File: config.mk
export PLATFORM = sky130hd
export DESIGN_NAME = mul_seq
export DESIGN_NICKNAME = d
export VERILOG_FILES = /design/src/rtl/mul_pkg.sv /design/src/rtl/add_carry.sv /design/src/rtl/mul_seq.sv
export SDC_FILE = /design/constraint.sdc
export NUM_CORES = 1
export LEC_CHECK = 0
export ABC_AREA = 1
export CAP_MARGIN = 20
export CORE_MARGIN = 1
export CORE_UTILIZATION = 55
export DETAILED_ROUTE_END_ITERATION = 10
export PLACE_DENSITY = 0.81
export SLEW_MARGIN = 15
export SYNTH_ARGS = -nofsm -noshare
export SYNTH_HDL_FRONTEND = slang
export SYNTH_SLANG_ARGS = --single-unit
File: constraint.sdc
create_clock -name clk -period 2.3 [get_ports clk]
set_input_delay 0.345 -clock clk [delete_from_list [all_inputs] [get_ports clk]]
set_output_delay 0.345 -clock clk [all_outputs]
set_load 0.05 [all_outputs]
File: src/rtl/mul_pkg.sv
// Shared definitions for the sequential multiplier: state encoding and default operand width.
// Latency: none (declarations only).
// Backpressure: not applicable.
package mul_pkg;

    // Default operand width; the product is twice this wide.
    localparam int MUL_WIDTH = 32;

    // Controller states: waiting, iterating over multiplier bits, presenting a result.
    typedef enum logic [1:0] {
        IDLE = 2'd0,
        RUN  = 2'd1,
        DONE = 2'd2
    } state_t;

endpackage

File: src/rtl/add_carry.sv
// WIDTH-bit unsigned adder with carry out, used for the partial-product accumulate.
// Latency: combinational, zero cycles.
// Backpressure: none; output follows inputs continuously.
module add_carry #(
    parameter int WIDTH = 32
) (
    input  logic [WIDTH-1:0] a,
    input  logic [WIDTH-1:0] b,
    output logic [WIDTH-1:0] sum,
    output logic             cout
);

    // Zero-extend both operands so the carry lands in the extra top bit.
    always_comb begin
        {cout, sum} = {1'b0, a} + {1'b0, b};
    end

endmodule

File: src/rtl/mul_seq.sv
// Iterative unsigned shift-add multiplier, one multiplier bit per cycle.
// Latency: result and done pulse WIDTH+1 cycles after start is accepted.
// Backpressure: start is ignored while busy; no queuing, one result per WIDTH+1 cycles back-to-back.
module mul_seq
    import mul_pkg::*;
#(
    parameter int WIDTH = MUL_WIDTH
) (
    input  logic               clk,
    input  logic               rst,
    input  logic               start,
    input  logic [WIDTH-1:0]   a,
    input  logic [WIDTH-1:0]   b,
    output logic               busy,
    output logic               done,
    output logic [2*WIDTH-1:0] product
);

    localparam int CW = $clog2(WIDTH);
    localparam logic [CW-1:0] CNT_LAST = CW'(WIDTH - 1);

    state_t             state_q,   state_d;
    logic [WIDTH-1:0]   a_q,       a_d;
    logic [WIDTH-1:0]   hi_q,      hi_d;
    logic [WIDTH-1:0]   lo_q,      lo_d;
    logic [CW-1:0]      cnt_q,     cnt_d;
    logic               busy_q,    busy_d;
    logic               done_q,    done_d;
    logic [2*WIDTH-1:0] product_q, product_d;

    logic [WIDTH-1:0]   add_sum;
    logic               add_cout;
    logic [WIDTH:0]     partial;

    // hi + captured multiplicand; only selected when the current multiplier bit is set.
    add_carry #(
        .WIDTH (WIDTH)
    ) u_add (
        .a    (hi_q),
        .b    (a_q),
        .sum  (add_sum),
        .cout (add_cout)
    );

    // Next-state logic: accept, iterate one multiplier bit, and load the product on the final shift.
    // The adder's carry is shifted straight into hi's MSB, so after every shift the
    // carry position above hi is zero and needs no flop of its own.
    always_comb begin
        state_d   = state_q;
        a_d       = a_q;
        hi_d      = hi_q;
        lo_d      = lo_q;
        cnt_d     = cnt_q;
        product_d = product_q;
        partial   = lo_q[0] ? {add_cout, add_sum} : {1'b0, hi_q};

        case (state_q)
            IDLE, DONE: begin
                if (start) begin
                    a_d     = a;
                    hi_d    = '0;
                    lo_d    = b;
                    cnt_d   = '0;
                    state_d = RUN;
                end else begin
                    state_d = IDLE;
                end
            end
            RUN: begin
                hi_d  = partial[WIDTH:1];
                lo_d  = {partial[0], lo_q[WIDTH-1:1]};
                cnt_d = cnt_q + CW'(1);
                if (cnt_q == CNT_LAST) begin
                    state_d   = DONE;
                    product_d = {hi_d, lo_d};
                end
            end
            default: begin
                state_d = IDLE;
            end
        endcase

        busy_d = (state_d == RUN);
        done_d = (state_d == DONE);
    end

    // State and datapath registers with synchronous reset taking priority over start.
    always_ff @(posedge clk) begin
        if (rst) begin
            state_q   <= IDLE;
            a_q       <= '0;
            hi_q      <= '0;
            lo_q      <= '0;
            cnt_q     <= '0;
            busy_q    <= 1'b0;
            done_q    <= 1'b0;
            product_q <= '0;
        end else begin
            state_q   <= state_d;
            a_q       <= a_d;
            hi_q      <= hi_d;
            lo_q      <= lo_d;
            cnt_q     <= cnt_d;
            busy_q    <= busy_d;
            done_q    <= done_d;
            product_q <= product_d;
        end
    end

    assign busy    = busy_q;
    assign done    = done_q;
    assign product = product_q;

endmodule

== Yosys cells after proc, flatten, opt, wreduce, memory -nomap -nowiden ==
Cells that the tools add are included.

* Output and inout port bits: 66
* Logic and storage cells: 32
* Register bits: 169

* Muxes and demuxes: 10
* Add/sub/neg operators: 2
* Reductions and logical operators: 6
* Eq/ne operators: 6

{| class="wikitable"
|+ Operators by type and width
! operator !! number
|-
| 32-bit case mux with 2 select lines || 2
|-
| 32-bit 2-to-1 mux || 2
|-
| 32-bit by 32-bit adder with 33-bit output || 1
|-
| 33-bit 2-to-1 mux || 1
|-
| 5-bit case mux with 2 select lines || 1
|-
| 2-bit AND reduction || 3
|-
| 5-bit by 1-bit adder with 5-bit output (second input constant) || 1
|-
| 5-bit == test (second input constant) || 1
|-
| 5-bit 2-to-1 mux || 1
|-
| 2-bit by 1-bit == test with 1-bit output (second input constant) || 2
|-
| 2-bit == test (second input constant) || 2
|-
| 2-bit case mux with 2 select lines || 1
|-
| 2-bit zero test || 1
|-
| 2-bit 2-to-1 mux || 1
|-
| 2-bit inequality test (second input constant) || 1
|-
| 2-bit nonzero test || 1
|-
| 2-bit OR reduction || 1
|-
| 1-bit 2-to-1 mux || 1
|}

== Logic depth before layout (Yosys ltp) ==
* Word-level depth: 4
* Gate-level depth with buffers: 16

== Hierarchy ==
Synthesis repeated with hierarchy kept, for this count alone.

* Cell total of the unflattened synthesis: 1447
* Area total of the unflattened synthesis: 9042.4 um2

{| class="wikitable"
|+ By module, submodules not included
! module !! cells each !! times used !! area each (um2)
|-
| mul_seq || 942 || 1 || 6618.8
|-
| add_carry || 505 || 1 || 2423.6
|}

== Worst setup path after synthesis ==
No wires, ideal clock.

* Path type: flip-flop to flip-flop
* Start point: register a_q[0]
* End point: register product_q[55] (netlist: product[55])
* Setup time: 109 ps
* Clock period less this slack: 1901 ps
* Data required time: 2191 ps
* Arrival time: 1792 ps
* Cell stages (with the launch flop): 17
* Path buffers: 0
* Setup slack: 399 ps
* Path through: dfxtp_1 -> ha_1 -> fa_1 -> nand3_1 -> nand3_2 -> nand2_1 -> nand2_2 -> nand2_1 -> nand2_2 -> nand2_2 -> nand2_2 -> nand2_1 -> nand3_2 -> nand2_1 -> nand2_1 -> nand2_1 -> inv_1

* Longest elaborated chain between the ends: 2

{| class="wikitable"
|+ Ends and longest elaborated chain
! item !! line !! source
|-
| start: declaration || mul_seq.sv:23 || <nowiki>logic [WIDTH-1:0] a_q, a_d;</nowiki>
|-
| start signal: assignment || mul_seq.sv:91 || <nowiki>a_q <= '0;</nowiki>
|-
| start signal: assignment || mul_seq.sv:100 || <nowiki>a_q <= a_d;</nowiki>
|-
| 32-bit by 32-bit adder with 33-bit output || add_carry.sv:15 || <nowiki>{cout, sum} = {1'b0, a} + {1'b0, b};</nowiki>
|-
| 33-bit 2-to-1 mux || mul_seq.sv:55 || <nowiki>partial = lo_q[0] ? {add_cout, add_sum} : {1'b0, hi_q};</nowiki>
|-
| end signal: assignment || mul_seq.sv:106 || <nowiki>product_q <= product_d;</nowiki>
|-
| end: declaration || mul_seq.sv:29 || <nowiki>logic [2*WIDTH-1:0] product_q, product_d;</nowiki>
|}

Every way passes these cells.
A chain may end at the register's enable or synchronous reset.

== Worst setup path after layout ==
* Start point: register hi_q[0]
* End point: register product_q[55] (netlist: product[55])

* Longest elaborated chain between the ends: 2

{| class="wikitable"
|+ Ends and longest elaborated chain
! item !! line !! source
|-
| start: declaration || mul_seq.sv:24 || <nowiki>logic [WIDTH-1:0] hi_q, hi_d;</nowiki>
|-
| start signal: assignment || mul_seq.sv:101 || <nowiki>hi_q <= hi_d;</nowiki>
|-
| 32-bit by 32-bit adder with 33-bit output || add_carry.sv:15 ||
|-
| 33-bit 2-to-1 mux || mul_seq.sv:55 ||
|}

Every way passes these cells.

==> impl_results.md <==
- Filler cells: 1,346
- Setup WS post-layout: 0.190 ns
- Synthesized area per cell: 6.76 µm²
- Pre-antenna DRT Iters: 5
- Met1 wire length: 11.1 mm
- Vias post-DR: 8,950
- Area grow syn2layout: 23.5%
- Setup CP Type: reg2reg
- Fmax: 474 MHz
- Hold_buf cts: 0
- TritonCTS clock tree: done
- Post-synth EDFFs: 0
- Outcome: finished clean
- # rows: 46
- Metal2 WL: 11.2 mm
- First-pass GRT wire length: 39.8 mm
- CTS root buf: clkbuf_16
- Inst Count DP: 1,646
- Reg2Reg Depth: 16
- Dominant cell type by area after synthesis: dfxtp_1
- Detailed-route wire length: 25.1 mm
- Yosys cell types: 38
- Yosys top cell area share: 37.5%
- #FFs+latches synth: 169
- Ports: 133
- Leakage: 5.01 nW
- TritonCTS buffer count: 17
- Post-route ant nets: 0
- PortBufs: 132
- Worst slew pin tran: 0.692 ns
- Async set-or-reset flop fraction in the synthesized netlist: 0%
- Maxcap violations: 0
- Vias in the first global route: 8,339
- Commonest non-fill, non-tap cells in the layout: 340 x nand2_1, 168 x dfxtp_1, 167 x inv_1
- Synthesized cell area: 9030 µm²
- Total grt overflow: 0
- WP data required: 2.64 ns
- Starting Density: 56.6%
- Number of H-tree levels: 4
- Sequential share of the synthesized area: 37.5%
- Vias per cell: 5.33
- WHS Path Cells: 3
- Ant. Diodes: 0
- Layout Utilization: 69.9%
- Final hold violations: 0
- Final setup viols: 0
- Crit start category: flop
- Largest net degree at the start of global routing: 82
- Mapped Cells: 1,336
- RePlAce Congestion: 0.969
- Crit path max fanout: 4
- DR WL met3: 2.17 mm
- NetSw: 1.93 mW
- Die W: 130 µm
- DRC viols: 0
- Peak supply drop: 523 µV
- P per Cell Area: 616 nW/µm²
- Worst-case clock skew: 0.0108 ns
- Initial antenna violation count: 0
- Worst hold path type: in2reg
- Ratio of cells with drive above 1 in the final layout: 9.64%
- Clk pwr share: 41.5%
- Post-synth top flop: dfxtp_1
- Highest metal used: met4
- Place WS: 0.162 ns
- Largest cells by area after synthesis: dfxtp_1 37%, nand2_1 14%, inv_1 6.9%
- Critical Path End Type: flop
- Crit path time final: 2.11 ns
- Switching part of the total: 28.1%
- Slew headroom: 53.9%
- Sum Neg Setup Slack: 0 ns
- Die height: 130 µm
- DP Wirelength: 17.8 mm
- Routed WL per cell: 14.9 µm
- CTS max path bufs: 2
- Flop pwr share: 45.4%
- Fin crit share: 91.7%
- Most common cell after layout, fill and taps aside: nand2_1
- Post-route insts no fill: 1,678
- Die area: 16,900 µm²
- Clock transition at the registers of the reported paths: 0.06 ns
- GRT Util Overall: 30.3%
- Comb power frac: 13.1%
- Initial drt markers: 619
- P_int: 4.94 mW
- Worst skew pair latency: 0.44 ns
- Final-report max-slew violation count: 0
- Total clock sinks: 169
- Synth warnings: 0
- Total design power: 6.87 mW
- Core Footprint: 15,900 µm²
- Crit path DAT: 2.45 ns
- Syn nets: 1,438
- Final #Nets: 1,551
- RSZ-0062 raised after global routing: no
cells in the mapped netlist, types with 14 or more instances:
cell / count
ha_1: 34
or2_2: 20
xnor2_1: 14
inv_1: 167
nand3_2: 16
dfxtp_1: 169
o21ai_0: 80
nand2_1: 340
buf_2: 17
a221oi_1: 32
nand3_1: 105
clkbuf_1: 32
a21oi_1: 47
nor2_1: 164
flip-flops by register name, indices dropped and copies added (netlist names):
| name | count |
|---|---|
| state_q | 2 |
| product | 64 |
| a_q | 32 |
| busy | 1 |
| lo_q | 32 |
| done | 1 |
| hi_q | 32 |
| cnt_q | 5 |
power by group through the flow:
stage          logic [mW]  clock network, mW  registers, mW
2_1_floorplan       0.592                  0           3.15
3_3_place_gp        0.868                  0           3.18
3_5_place_dp        0.882                  0           3.18
4_1_cts             0.893               2.87           3.12
5_1_grt             0.992               3.02           3.13
6_report            0.903               2.85           3.12
metrics by stage:
step | area [µm²] | hold slack (ns)
floorplan | 9030 | 0.437
global placement | 10600 | 0.453
detailed placement | 10600 | 0.455
CTS | 11100 | 0.362
global route | 11100 | 0.374
finish | 11100 | 0.377
what timing repair did:
| item | CTS | global route |
|---|---|---|
| setup endpoints to repair | 0 | 2 |
| gates resized for setup | 0 | 1 |
| buffers inserted | 0 | 0 |
area by class of cell:
type / instances / area, µm² / share of cell area, %
Inverter: 181 / 679 / 6.09
Multi-Input combinational cell: 927 / 4720 / 42.4
Tap cell: 216 / 270 / 2.42
Clock buffer: 17 / 425 / 3.82
Clock inverter: 15 / 155 / 1.39
Sequential cell: 169 / 3380 / 30.4
Timing Repair Buffer: 153 / 1510 / 13.6
final timing paths:
path / start / end / slack [ns]
max: hi_q[0] / product[55] / 0.19
min: rst / state_q[1] / 0.38
max reg2reg: hi_q[0] / product[55] / 0.19
min reg2reg: product[32] / product[32] / 0.47
layer usage:
layer  track usage [%]  up-vias
met2              48.2      330
met4              11.4        0
met1              39.4     4102
li1                  -     4476
met3              7.75       42
met5                 0        -
critical path: stages (launching register included):
cell and delay [ns]:
dfxtp_1 0.33, ha_1 0.23, fa_2 0.39, nand3_1 0.10
nand3_2 0.11, nand2_1 0.09, nand2_2 0.07, nand2_1 0.09
nand2_2 0.06, nand2_2 0.09, nand2_2 0.06, nand2_1 0.08
nand3_2 0.08, nand2_1 0.06, nand2_1 0.04, nand2_1 0.06
inv_1 0.04
cell families (layout without fill, tap and decap cells):
kind of cell	after synthesis	count (layout)	share of synthesized area, %
AND/OR/NAND/NOR	686	686	33.1
buffers and inverters	240	366	10.3
AO/OA/AOI/OAI	192	192	12.9
flip-flops	169	169	37.5
adder cells (fa/ha/maj)	35	35	4.93
XOR/XNOR	14	14	1.36
(Power assumes the default switching activity.)
